## src/rtl/multi_strip_pattern_sender.sv

```systemverilog
// Multi-strip LED colour server. Each strip requests one LED colour at a
// time. Pending requests are arbitrated round-robin, and one colour is
// returned per grant, tagged with the strip and LED index. The colour comes
// from the active pattern mode: solid, chase, gradient or off.
//
// Handshake: there is no backpressure. next_led_request[i] is a one-cycle
// pulse that sets pending[i]. color_valid is a one-cycle strobe that qualifies
// color_strip/color_led/red/green/blue_out. Those fields hold their last value
// while color_valid is low. A request on a strip whose pending bit is still
// set, and which is not being granted that cycle, is dropped and raises the
// sticky overflow flag.
module multi_strip_pattern_sender #(
    parameter int NUM_STRIPS     = 11,
    parameter int LEDS_PER_STRIP = 60,
    parameter int COLOR_W        = 8,
    parameter int GRAD_STEP      = 4,
    localparam int SW = (NUM_STRIPS > 1) ? $clog2(NUM_STRIPS) : 1,
    localparam int LW = (LEDS_PER_STRIP > 1) ? $clog2(LEDS_PER_STRIP) : 1
) (
    input  logic                  clk_100mhz,
    input  logic                  rst_n,
    input  logic [NUM_STRIPS-1:0] next_led_request,
    input  logic                  cfg_load,
    input  logic [1:0]            cfg_mode,
    input  logic [COLOR_W-1:0]    cfg_red,
    input  logic [COLOR_W-1:0]    cfg_green,
    input  logic [COLOR_W-1:0]    cfg_blue,
    output logic [COLOR_W-1:0]    red_out,
    output logic [COLOR_W-1:0]    green_out,
    output logic [COLOR_W-1:0]    blue_out,
    output logic                  color_valid,
    output logic [SW-1:0]         color_strip,
    output logic [LW-1:0]         color_led,
    output logic                  frame_done,
    output logic                  overflow
);

    localparam logic [1:0] MODE_SOLID = 2'd0;
    localparam logic [1:0] MODE_CHASE = 2'd1;
    localparam logic [1:0] MODE_GRAD  = 2'd2;
    localparam logic [1:0] MODE_OFF   = 2'd3;

    localparam logic [LW-1:0] LAST_LED   = LW'(LEDS_PER_STRIP - 1);
    localparam logic [LW:0]   LEDS_WIDE  = (LW + 1)'(LEDS_PER_STRIP);
    localparam logic [SW-1:0] LAST_STRIP = SW'(NUM_STRIPS - 1);

    // State registers
    logic [NUM_STRIPS-1:0] pending_q, pending_d;
    logic [LW-1:0]         led_cnt_q [NUM_STRIPS];
    logic [LW-1:0]         chase_pos_q;
    logic [SW-1:0]         rr_ptr_q;
    logic                  overflow_q;

    // Active configuration
    logic [1:0]            mode_q;
    logic [COLOR_W-1:0]    base_r_q, base_g_q, base_b_q;

    // Registered response
    logic [COLOR_W-1:0]    red_q, green_q, blue_q;
    logic                  valid_q, frame_done_q;
    logic [SW-1:0]         strip_q;
    logic [LW-1:0]         led_q;

    // Arbitration and response datapath
    logic                  grant_found;
    logic [SW-1:0]         grant_idx;
    logic [NUM_STRIPS-1:0] grant_mask;
    logic                  ovf_hit;
    logic [LW-1:0]         led_sel;
    logic                  last_led;
    logic [LW:0]           chase_sum;
    logic [LW:0]           chase_tgt;
    logic [COLOR_W-1:0]    resp_r, resp_g, resp_b;
    int                    scan_idx;

    // Round-robin scan: the first pending strip at or after rr_ptr wins.
    always_comb begin
        grant_found = 1'b0;
        grant_idx   = '0;
        scan_idx    = 0;
        for (int k = 0; k < NUM_STRIPS; k++) begin
            scan_idx = int'(rr_ptr_q) + k;
            if (scan_idx >= NUM_STRIPS) scan_idx = scan_idx - NUM_STRIPS;
            if (!grant_found && pending_q[scan_idx]) begin
                grant_found = 1'b1;
                grant_idx   = SW'(scan_idx);
            end
        end
    end

    // Pending update. A re-request on the strip granted this cycle simply re-arms it.
    always_comb begin
        grant_mask = grant_found ? (NUM_STRIPS'(1) << grant_idx) : '0;
        pending_d  = (pending_q & ~grant_mask) | next_led_request;
        ovf_hit    = |(next_led_request & pending_q & ~grant_mask);
    end

    // Colour generation for the granted strip using the currently active config.
    always_comb begin
        led_sel   = led_cnt_q[grant_idx];
        last_led  = (led_sel == LAST_LED);
        // chase_pos + strip stays below 2*LEDS_PER_STRIP, so one subtract is enough.
        chase_sum = {1'b0, chase_pos_q} + (LW + 1)'(grant_idx);
        chase_tgt = (chase_sum >= LEDS_WIDE) ? (chase_sum - LEDS_WIDE) : chase_sum;
        resp_r    = '0;
        resp_g    = '0;
        resp_b    = '0;
        case (mode_q)
            MODE_SOLID: begin
                resp_r = base_r_q;
                resp_g = base_g_q;
                resp_b = base_b_q;
            end
            MODE_CHASE: begin
                if ({1'b0, led_sel} == chase_tgt) begin
                    resp_r = base_r_q;
                    resp_g = base_g_q;
                    resp_b = base_b_q;
                end
            end
            MODE_GRAD: begin
                resp_r = base_r_q + COLOR_W'(led_sel) * COLOR_W'(GRAD_STEP);
                resp_g = base_g_q;
                resp_b = base_b_q;
            end
            MODE_OFF: begin
                resp_r = '0;
                resp_g = '0;
                resp_b = '0;
            end
            default: begin
                resp_r = '0;
                resp_g = '0;
                resp_b = '0;
            end
        endcase
    end

    // Pending bits, round-robin pointer and sticky overflow.
    always_ff @(posedge clk_100mhz or negedge rst_n) begin
        if (!rst_n) begin
            pending_q  <= '0;
            rr_ptr_q   <= '0;
            overflow_q <= 1'b0;
        end else begin
            pending_q <= pending_d;
            if (ovf_hit) overflow_q <= 1'b1;
            if (grant_found) rr_ptr_q <= (grant_idx == LAST_STRIP) ? '0 : grant_idx + 1'b1;
        end
    end

    // Per-strip LED counters advance on each grant of that strip.
    always_ff @(posedge clk_100mhz or negedge rst_n) begin
        if (!rst_n) begin
            for (int i = 0; i < NUM_STRIPS; i++) led_cnt_q[i] <= '0;
        end else if (grant_found) begin
            led_cnt_q[grant_idx] <= last_led ? '0 : led_sel + 1'b1;
        end
    end

    // Chase position steps once per strip-0 frame.
    always_ff @(posedge clk_100mhz or negedge rst_n) begin
        if (!rst_n) begin
            chase_pos_q <= '0;
        end else if (grant_found && grant_idx == '0 && last_led) begin
            chase_pos_q <= (chase_pos_q == LAST_LED) ? '0 : chase_pos_q + 1'b1;
        end
    end

    // Active configuration latches on cfg_load.
    always_ff @(posedge clk_100mhz or negedge rst_n) begin
        if (!rst_n) begin
            mode_q   <= MODE_SOLID;
            base_r_q <= '0;
            base_g_q <= '0;
            base_b_q <= '0;
        end else if (cfg_load) begin
            mode_q   <= cfg_mode;
            base_r_q <= cfg_red;
            base_g_q <= cfg_green;
            base_b_q <= cfg_blue;
        end
    end

    // Registered response. The fields hold their value between grants.
    always_ff @(posedge clk_100mhz or negedge rst_n) begin
        if (!rst_n) begin
            valid_q      <= 1'b0;
            frame_done_q <= 1'b0;
            red_q        <= '0;
            green_q      <= '0;
            blue_q       <= '0;
            strip_q      <= '0;
            led_q        <= '0;
        end else begin
            valid_q      <= grant_found;
            frame_done_q <= grant_found && (grant_idx == '0) && last_led;
            if (grant_found) begin
                red_q   <= resp_r;
                green_q <= resp_g;
                blue_q  <= resp_b;
                strip_q <= grant_idx;
                led_q   <= led_sel;
            end
        end
    end

    assign red_out     = red_q;
    assign green_out   = green_q;
    assign blue_out    = blue_q;
    assign color_valid = valid_q;
    assign color_strip = strip_q;
    assign color_led   = led_q;
    assign frame_done  = frame_done_q;
    assign overflow    = overflow_q;

endmodule

```

## config.mk

```make
export PLATFORM = sky130hd
export DESIGN_NAME = multi_strip_pattern_sender
export DESIGN_NICKNAME = d
export VERILOG_FILES = /design/src/rtl/multi_strip_pattern_sender.sv
export SDC_FILE = /design/constraint.sdc
export NUM_CORES = 1
export LEC_CHECK = 0
export CORE_MARGIN = 10
export CORE_UTILIZATION = 41
export CTS_CLUSTER_SIZE = 10
export DETAILED_ROUTE_END_ITERATION = 7
export PLACE_DENSITY = 0.7
export SLEW_MARGIN = 20
export SYNTH_ARGS = -nofsm -noshare
export SYNTH_HDL_FRONTEND = slang
export SYNTH_SLANG_ARGS = --single-unit
```

## constraint.sdc

```tcl
create_clock -name clk_100mhz -period 15.9 [get_ports clk_100mhz]
set_input_delay 3.18 -clock clk_100mhz [delete_from_list [all_inputs] [get_ports clk_100mhz]]
set_output_delay 3.18 -clock clk_100mhz [all_outputs]
set_load 0.01 [all_outputs]
```

## After elaboration in Yosys (flattened, before gate mapping)

Index checks and enable logic that the tools add are counted.

| word-level totals | value |
|---|---|
| register bits | 150 |
| output and inout port bits | 37 |

| operators by class | value |
|---|---|
| $lt $le $gt $ge | 25 |
| bitwise operators | 6 |
| shift-type cells | 1 |
| reduce and logical (&&, ||, !) cells | 27 |
| mux-type cells | 83 |
| equality and inequality tests | 7 |
| add/subtract/negate cells | 27 |

Operators by type and width:

| kind | number |
|---|---|
| $lt A32 B6 Y1 const B | 11 |
| $mux W32 | 11 |
| $bwmux W66 | 1 |
| $sub A5 B4 Y6 const B | 10 |
| $ge A5 B4 Y1 const B | 10 |
| $mux W4 | 12 |
| $pmux W8 S3 | 2 |
| $bmux W1 S4 | 11 |
| $and A11 B11 Y11 | 3 |
| $mux W1 | 33 |
| $pmux W8 S4 | 1 |
| $mux W6 | 5 |
| $bmux W6 S4 | 1 |
| $demux W6 S4 | 1 |
| $mux W8 | 3 |
| $add A4 B3 Y5 const B | 4 |
| $add A4 B4 Y5 const B | 3 |
| $logic_and A1 B1 Y1 | 13 |
| $add A6 B1 Y6 const B | 2 |
| $eq A6 B6 Y1 const B | 2 |
| $mux W11 | 1 |
| $not A11 Y11 | 1 |
| $or A11 B11 Y11 | 1 |
| $reduce_or A11 Y1 | 1 |
| other kinds (22) | 33 |

## Longest topological paths before layout

Gate-level depths: netlist (run 1).

| depth | value |
|---|---|
| depth after elaboration | 43 |
| depth in mapped cells | 39 |

## Worst setup path after synthesis (run 1)

Ideal clock, no wire load.

| timing | value |
|---|---|
| kind | register to register |
| start | register rr_ptr_q[0] |
| end | register blue_q[7] (netlist: blue_out[7]) |
| setup time | 0.119 ns |
| data arrival time | 7.731 ns |
| required time | 15.781 ns |
| path slack | 8.050 ns |
| cell stages (with the launch flop) | 40 |
| path through | dfrtp_1 buf_6 inv_1 clkbuf_1 buf_1 clkbuf_1 ha_1 buf_2 buf_2 nor2_1 buf_2 a22o_1 mux4_2 a31oi_1 nor4_1 a41o_1 or4b_1 o211a_1 [... 4 more ...] ha_1 a21o_1 a21oi_1 xnor2_1 ha_1 a21oi_1 o21ai_0 nand2_1 o21ai_0 nand2_1 o31ai_1 nand2_1 xnor2_1 nand2b_1 mux2i_1 a31oi_4 buf_6 a21oi_2 |

| on the way | value |
|---|---|
| longest elaborated chain between the ends | 43 |
| elaborated cells on any way between the ends | 129 |
| classes of those cells | 23 x add/sub; 12 x order compare; 1 x eq/ne; 72 x mux; 1 x bitwise; 20 x reduce/logical |

Ends and longest elaborated chain:

| item | line | source |
|---|---|---|
| from (decl) | 51 | `logic [SW-1:0] rr_ptr_q;` |
| from (signal assigned) | 148 | `if (grant_found) rr_ptr_q <= (grant_idx == LAST_STRIP) ? '0 : grant_idx + 1'b1;` |
| branches (longest 35 deep; another with $sub A5 B4 Y6) | - |  |
| $mux W4 (*) | 84 | `if (!grant_found && pending_q[scan_idx]) begin` |
| net grant_idx[1] | 66 | `logic [SW-1:0] grant_idx;` |
| branches (longest 4 deep; another with $add A6 B4 Y7) | - |  |
| $eq A6 B7 Y1 (*) | 115 | `if ({1'b0, led_sel} == chase_tgt) begin` |
| $mux W8 (*) | 115 |  |
| $pmux W8 S3 (*) | 108 | `case (mode_q)` |
| to (signal assigned) | 201 | `blue_q <= resp_b;` |
| to (decl) | 59 | `logic [COLOR_W-1:0] red_q, green_q, blue_q;` |

Mark *: on every way through the listed nets, which the timed path passes. The select of a mux whose other input is x is not followed.
A chain may end at the register's enable or synchronous reset.

## Worst setup path after layout (run 1)

| timing | value |
|---|---|
| start | register rr_ptr_q[0] |
| end | register blue_q[5] (netlist: blue_out[5]) |

| on the way | value |
|---|---|
| longest elaborated chain between the ends | 43 |
| elaborated cells on any way between the ends | 129 |
| classes of those cells | 23 x add/sub; 12 x order compare; 1 x eq/ne; 72 x mux; 1 x bitwise; 20 x reduce/logical |

Ends and longest elaborated chain:

| item |
|---|
| branches (longest 43 deep; another with $sub A5 B4 Y6) |

Parallel ways; which one is timed is not known. The select of a mux whose other input is x is not followed.

==> reports/metrics.yaml, run 1 <==
critical_path:
  criticalPathCategory: "reg -> reg"
  critPathLaunchType: "register"
  cp.arrival_ns: 9.68
  critPathTopFamily: "compound AO/OA/AOI/OAI gates"
  cp_slowest_stage_delay_ns: 0.79
  path_buf_inv: 5
  critPathLaunch: "rr_ptr_q[0]$_DFFE_PN0P_"
  crit_cells: 31
  crit_fanout: 50
  reg2reg_to: "blue_out[5]$_DFFE_PN0P_"
  cp_slowest_cell: "o22a_1"
  r2r_cells: 31
  critical_path_required_ns: 16.17
  crit_end: "blue_out[5]$_DFFE_PN0P_"
  timing.rr.start: "rr_ptr_q[0]$_DFFE_PN0P_"
  crit_path_end_kind: "register"
  reg2reg_setup_slack_ns: 6.49
clock_network:
  clk_latency_ns: 0.43
  cts_resized: 0
  post_cts_buffers: 0
  clkSinkCount: 150
  ctsHoldBuffers: 0
  numCtsBuffers: 17
  htree_levels: 4
  clk_path_buf_depth: 2
  path_clk_slew_ns: 0.06
  cts_tree: "built"
  clockRootBuffer: "clkbuf_16"
place:
  post-place-ws_ns: 6.727
  dpl_cell_area_mm2: 0.01298
  dp_hpwl_um: 27250
  io_buffers: 76
  gp_congestion: 0.9879
grt:
  grt_pass1_wl_um: 60440
  grt_pass1_vias: 10670
  grt_overflow: 0
  grt_max_degree: 80
  track_usage: 0.2046
  antenna_found_initial: 0
hold_path:
  min-delay-path-class: "reg -> reg"
layout:
  n_antenna_cell: 0
  postLayoutCellArea_mm2: 0.01356
  nNetsFinal: 1429
  syn_to_final_growth_pct: 12.16
  layout-drive-gt1-share: 0.1681
  fillers: 2698
die:
  die_w_um: 191.7
  die_area_mm2: 0.03675
  std_cell_rows: 62
  initial_core_util: 0.4178
  fp.dieH_um: 191.7
  core_mm2: 0.02894
  ioPinCount: 77
timing:
  worst_hold_slack_ns: 0.4784
  slew_headroom: 0.2633
  hold_viol: 0
  period_needed_ns: 9.414
  tightest_slew_ns: 1.097
  max_freq_mhz: 106.2
  setup_violations: 0
  finClkSkew_ns: 0.008433
  setup_slack_ns: 6.486
  drv_slew: 0
  rsz0062_at_grt: "false"
  finalCritPeriodShare: 0.5921
  finalSetupTns_ns: 0
yosys:
  synth_cells: 1348
  synth_seq_area_share: 0.3105
  async_reset_ff_frac: 1.000
  synthesis.area_mm2: 0.01209
  synth-seq-cells: 150
  syn_area_per_cell_um2: 8.967
  synth_flop_cell: "dfrtp_1"
  ys_types: 105
  yosysWarnings: 0
  synth_edf_count: 0
  syn-num-nets: 1420
drt:
  wl_um: 38330
  drt-vias-per-instance: 6.339
  remaining_drc_errors: 0
  ant_nets: 0
  drt-wirelength-per-cell_um: 21.88
  num_vias: 11110
  dr.first_iter.drc_count: 1220
  drt_first_pass_iters: 6
status:
  outcome: "complete, no violations"
flow_run:
  max-cap-violations: 0
[logic make-up after synthesis]
kind of cell / count (synthesis) / share of synthesized area
compound gates: 366 / 0.2152
xor+xnor: 42 / 0.03167
fa+ha+maj: 32 / 0.03437
buf+inv: 141 / 0.05331
flops: 150 / 0.3105
mux: 181 / 0.1732
simple gates: 436 / 0.1818
[metal layers]
layer	vias to the layer above	GRT usage	part of all wire
li1	4973	-	-
met1	5453	0.2722	0.42
met2	564	0.3140	0.45
met3	116	0.04824	0.090
met4	0	0.08143	0.037
met5	-	0	0
[Yosys cell counts, types with 8 or more instances]
cell | number | share of area
nor2b_1 | 16 | 0.0083
o21ai_1 | 9 | 0.0037
or2_2 | 11 | 0.0057
o21bai_1 | 11 | 0.0068
mux4_2 | 11 | 0.020
o22ai_1 | 19 | 0.0098
o21ai_0 | 57 | 0.024
a31oi_1 | 12 | 0.0062
and3_1 | 16 | 0.0083
xnor2_1 | 33 | 0.024
nand3b_1 | 9 | 0.0056
o211ai_1 | 19 | 0.012
dfrtp_1 | 150 | 0.31
a21oi_1 | 74 | 0.031
a211o_1 | 8 | 0.0058
nand3_1 | 40 | 0.017
mux2i_1 | 61 | 0.051
buf_6 | 8 | 0.0075
nor2_1 | 83 | 0.026
ha_1 | 30 | 0.031
nor3_1 | 36 | 0.015
buf_2 | 32 | 0.013
a21o_1 | 17 | 0.011
a21oi_2 | 13 | 0.0094
mux2_2 | 104 | 0.097
a211oi_1 | 22 | 0.014
inv_1 | 32 | 0.0099
clkbuf_1 | 55 | 0.017
nand2b_1 | 19 | 0.0098
nand2_1 | 140 | 0.043
[tightest hold or removal path, cell delays in order (launching register included)]
cell and delay (ns):
dfrtp_1 0.34, nand2_1 0.05, nand2_1 0.06
[registers in the layout, indices dropped and copies added, names as in the netlist, 4 cells and up]
name and count:
color_strip 4, chase_pos_q 6, base_b_q 8, led_cnt_q 66, rr_ptr_q 4, color_led 6
green_out 8, base_r_q 8, red_out 8, base_g_q 8, blue_out 8, pending_q 11
[through the flow]
stage | cells | util
6_report | 1752 | 0.4686
5_1_grt | 1752 | 0.4686
4_1_cts | 1752 | 0.4686
3_5_place_dp | 1722 | 0.4487
3_3_place_gp | 1722 | 0.4487
2_1_floorplan | 1348 | -
[worst min path at each step]
stage	from	endpoint	slack [ns]	depth (start not counted)
after floorplan	led_cnt_q[54]$_DFFE_PN0P_	led_cnt_q[54]$_DFFE_PN0P_	0.44	2
after global placement	led_cnt_q[55]$_DFFE_PN0P_	led_cnt_q[55]$_DFFE_PN0P_	0.46	2
after detailed placement	color_strip[2]$_DFFE_PN0P_	color_strip[2]$_DFFE_PN0P_	0.46	2
after CTS	led_cnt_q[55]$_DFFE_PN0P_	led_cnt_q[55]$_DFFE_PN0P_	0.48	2
after global routing	led_cnt_q[48]$_DFFE_PN0P_	led_cnt_q[48]$_DFFE_PN0P_	0.51	1
final	led_cnt_q[55]$_DFFE_PN0P_	led_cnt_q[55]$_DFFE_PN0P_	0.48	2
[area by class of cell]
class / count / area [µm²] / share of cell area
Clock buffer: 18 / 429.2 / 0.03165
Clock inverter: 12 / 145.1 / 0.01071
Inverter: 35 / 133.9 / 0.009874
Multi-Input combinational cell: 1057 / 7702 / 0.5681
Sequential cell: 150 / 3755 / 0.2769
Tap cell: 384 / 480.5 / 0.03544
Timing Repair Buffer: 96 / 912.1 / 0.06728
[layout by cell type, fill, tap and decap left out, types with 7 or more instances in the layout]
master           Yosys  final
nand2_1            140    140
o211ai_1            19     19
xnor2_1             33     33
o21ai_0             57     57
mux2_2             104    104
clkbuf_16            0     17
nor2b_1             16     16
o21bai_1            11     11
and3_1              16     16
a211o_1              8      8
and2_1               7      7
o22ai_1             19     19
xor2_1               7      7
mux4_2              11     11
a21oi_2             13     13
nor3_1              36     35
clkdlybuf4s50_1      0     75
ha_1                30     30
o32ai_1              7      7
a21o_1              17     17
a21oi_1             74     74
mux2i_1             61     61
o21ai_1              9      9
nand3b_1             9      9
nor2_1              83     82
nand2b_1            19     19
dfrtp_1            150    149
nor3b_1              7      7
nand3_1             40     40
or2_2               11     11
a211oi_1            22     22
inv_1               32     32
buf_4                3     20
a31oi_1             12     12
nand4_1              7      7
Power of run 1 is not shown: default switching activity piles up to over one toggle a cycle in this logic, so the estimate is an artifact.
==> inputs of run 2 (changes only) <==
Settings changed: PLACE_DENSITY 0.7 to 0.72.
Clock period 15.9 ns to 8.3 ns, I/O delays scaled along.
==> reports/metrics.yaml, run 2 (synthesis gave the netlist of run 1 again) <==
status:
  outcome: "complete, no violations"
hold_path:
  hp-start: "color_strip[1]$_DFFE_PN0P_"
  holdPathStages: 2
  min-delay-path-class: "reg -> reg"
  whs_endpoint: "color_strip[1]$_DFFE_PN0P_"
timing:
  max_freq_mhz: 128.2
  tightest_slew_ns: 1.018
  finalCritPeriodShare: 0.9395
  slew_headroom: 0.3185
  period_needed_ns: 7.798
  drv_slew: 0
  hold_viol: 0
  setup_violations: 0
  finClkSkew_ns: 0.009118
die:
  die_w_um: 191.7
  die_area_mm2: 0.03675
  initial_core_util: 0.4178
  std_cell_rows: 62
  fp.dieH_um: 191.7
  core_mm2: 0.02894
  ioPinCount: 77
layout:
  utilization: 0.4780
  final_common_cell: "dfrtp_1"
  nNetsFinal: 1453
  final_cell_mix: "dfrtp_1 (149), nand2_1 (140), mux2_2 (104)"
  largestRegisters: "led_cnt_q: 66 flops, pending_q: 11 flops"
  syn_to_final_growth_pct: 14.42
  layout-drive-gt1-share: 0.1858
  regMostFlops: "led_cnt_q"
  largest_reg_flops: 66
drt:
  ant_nets: 0
  drt-wirelength-per-cell_um: 21.97
  dr.first_iter.drc_count: 1204
  remaining_drc_errors: 0
  num_vias: 11170
  drt_first_pass_iters: 5
  drt-vias-per-instance: 6.281
  wl_um: 39080
critical_path:
  crit_fanout: 12
  critical_path_required_ns: 8.65
  cp.arrival_ns: 8.15
  r2r_cells: 31
  critPathMostFrequentCell: "nand2_1"
  critPathLaunchType: "register"
  reg2reg_to: "red_out[5]$_DFFE_PN0P_"
  cp_slowest_stage_delay_ns: 0.67
  reg2reg_setup_slack_ns: 0.50
  cp_slowest_cell: "dfrtp_1"
  criticalPathCategory: "reg -> reg"
  timing.rr.start: "rr_ptr_q[1]$_DFFE_PN0P_"
  crit_path_end_kind: "register"
flow_run:
  max-cap-violations: 0
clock_network:
  ctsHoldBuffers: 0
  path_clk_slew_ns: 0.06
  htree_levels: 4
  numCtsBuffers: 17
  clk_path_buf_depth: 2
  clk_latency_ns: 0.43
  clockRootBuffer: "clkbuf_16"
  clkSinkCount: 150
  cts_tree: "built"
grt:
  grt_pass1_wl_um: 61890
  antenna_found_initial: 0
  track_usage: 0.2108
  grt_overflow: 0
  grt_max_degree: 82
  grt_pass1_vias: 10910
place:
  io_buffers: 76
  gp_congestion: 1.018
  dp_hpwl_um: 28410
## run 2: cell count changes in the layout (fill, tap and decap cells not counted), moves of 2 or more
| cell | before | now |
|---|---|---|
| ha_1 | 30 | 28 |
| buf_4 | 20 | 43 |
| inv_6 | 5 | 3 |
| clkinvlp_4 | 4 | 2 |
| clkbuf_8 | 0 | 2 |
| clkinv_4 | 0 | 2 |
| bufinv_16 | 2 | 4 |
| ha_2 | 0 | 2 |
## run 2: worst max path at each step
stage,from,endpoint,cells past startpoint
finish,rr_ptr_q[1]$_DFFE_PN0P_,red_out[5]$_DFFE_PN0P_,31
detailed placement,rr_ptr_q[1]$_DFFE_PN0P_,blue_out[4]$_DFFE_PN0P_,30
global placement,rr_ptr_q[1]$_DFFE_PN0P_,blue_out[3]$_DFFE_PN0P_,28
global route,rr_ptr_q[1]$_DFFE_PN0P_,red_out[5]$_DFFE_PN0P_,31
floorplan,rr_ptr_q[0]$_DFFE_PN0P_,blue_out[7]$_DFFE_PN0P_,39
CTS,rr_ptr_q[1]$_DFFE_PN0P_,blue_out[2]$_DFFE_PN0P_,30
## run 2: area by class of cell
class | instances | area, µm²
diodes | 1 | 2.502
clock buffers | 20 | 456.7
clock inverters | 12 | 190.2
fillers | 2694 | 15100
inverters | 35 | 133.9
multi-input cells | 1057 | 7712
flip-flops and latches | 150 | 3755
well taps | 384 | 480.5
repair buffers | 120 | 1100
## run 2: layer usage
| layer | share of wire | global-route usage |
|---|---|---|
| met4 | 0.033 | 0.07242 |
| met2 | 0.46 | 0.3350 |
| met3 | 0.093 | 0.04969 |
| met1 | 0.41 | 0.2752 |
| met5 | 0 | 0 |
## run 2: metrics by stage
stage	hold WS, ns	TNS (ns)	cell area (µm²)	std cells	setup WS [ns]
after floorplan	0.4410	0	12090	1348	0.4500
after global placement	0.4586	0	13150	1745	0.5792
after detailed placement	0.4691	0	13150	1745	0.4230
after CTS	0.4880	0	13790	1777	0.3167
after global routing	0.5123	-0.03329	13830	1778	-0.03046
final	0.4864	0	13830	1779	0.5022
## run 2: critical path: cells and delay by family, from the launching register on
kind	cells	cell delay, ns
flip-flops	1	0.67
buffers and inverters	4	0.63
multiplexers	1	0.33
AND/OR/NAND/NOR	11	2.26
AO/OA/AOI/OAI	9	1.99
adder cells (fa/ha/maj)	4	1.33
XOR/XNOR	2	0.51
## run 2: what timing repair did
action | 4_1_cts | 5_1_grt
resized for setup | 0 | 4
buffers inserted | 0 | 1
endpoints found under the hold margin | 0 | 0
setup endpoints to repair | 0 | 24
Power of run 2 is left out for the same reason.
==> inputs of run 3 (changes only) <==
Settings changed: CTS_CLUSTER_DIAMETER set to 120.
==> results of run 3 <==
The final DEF is identical to that of run 2; final timing and power are the same.
Power of run 3 is left out for the same reason.
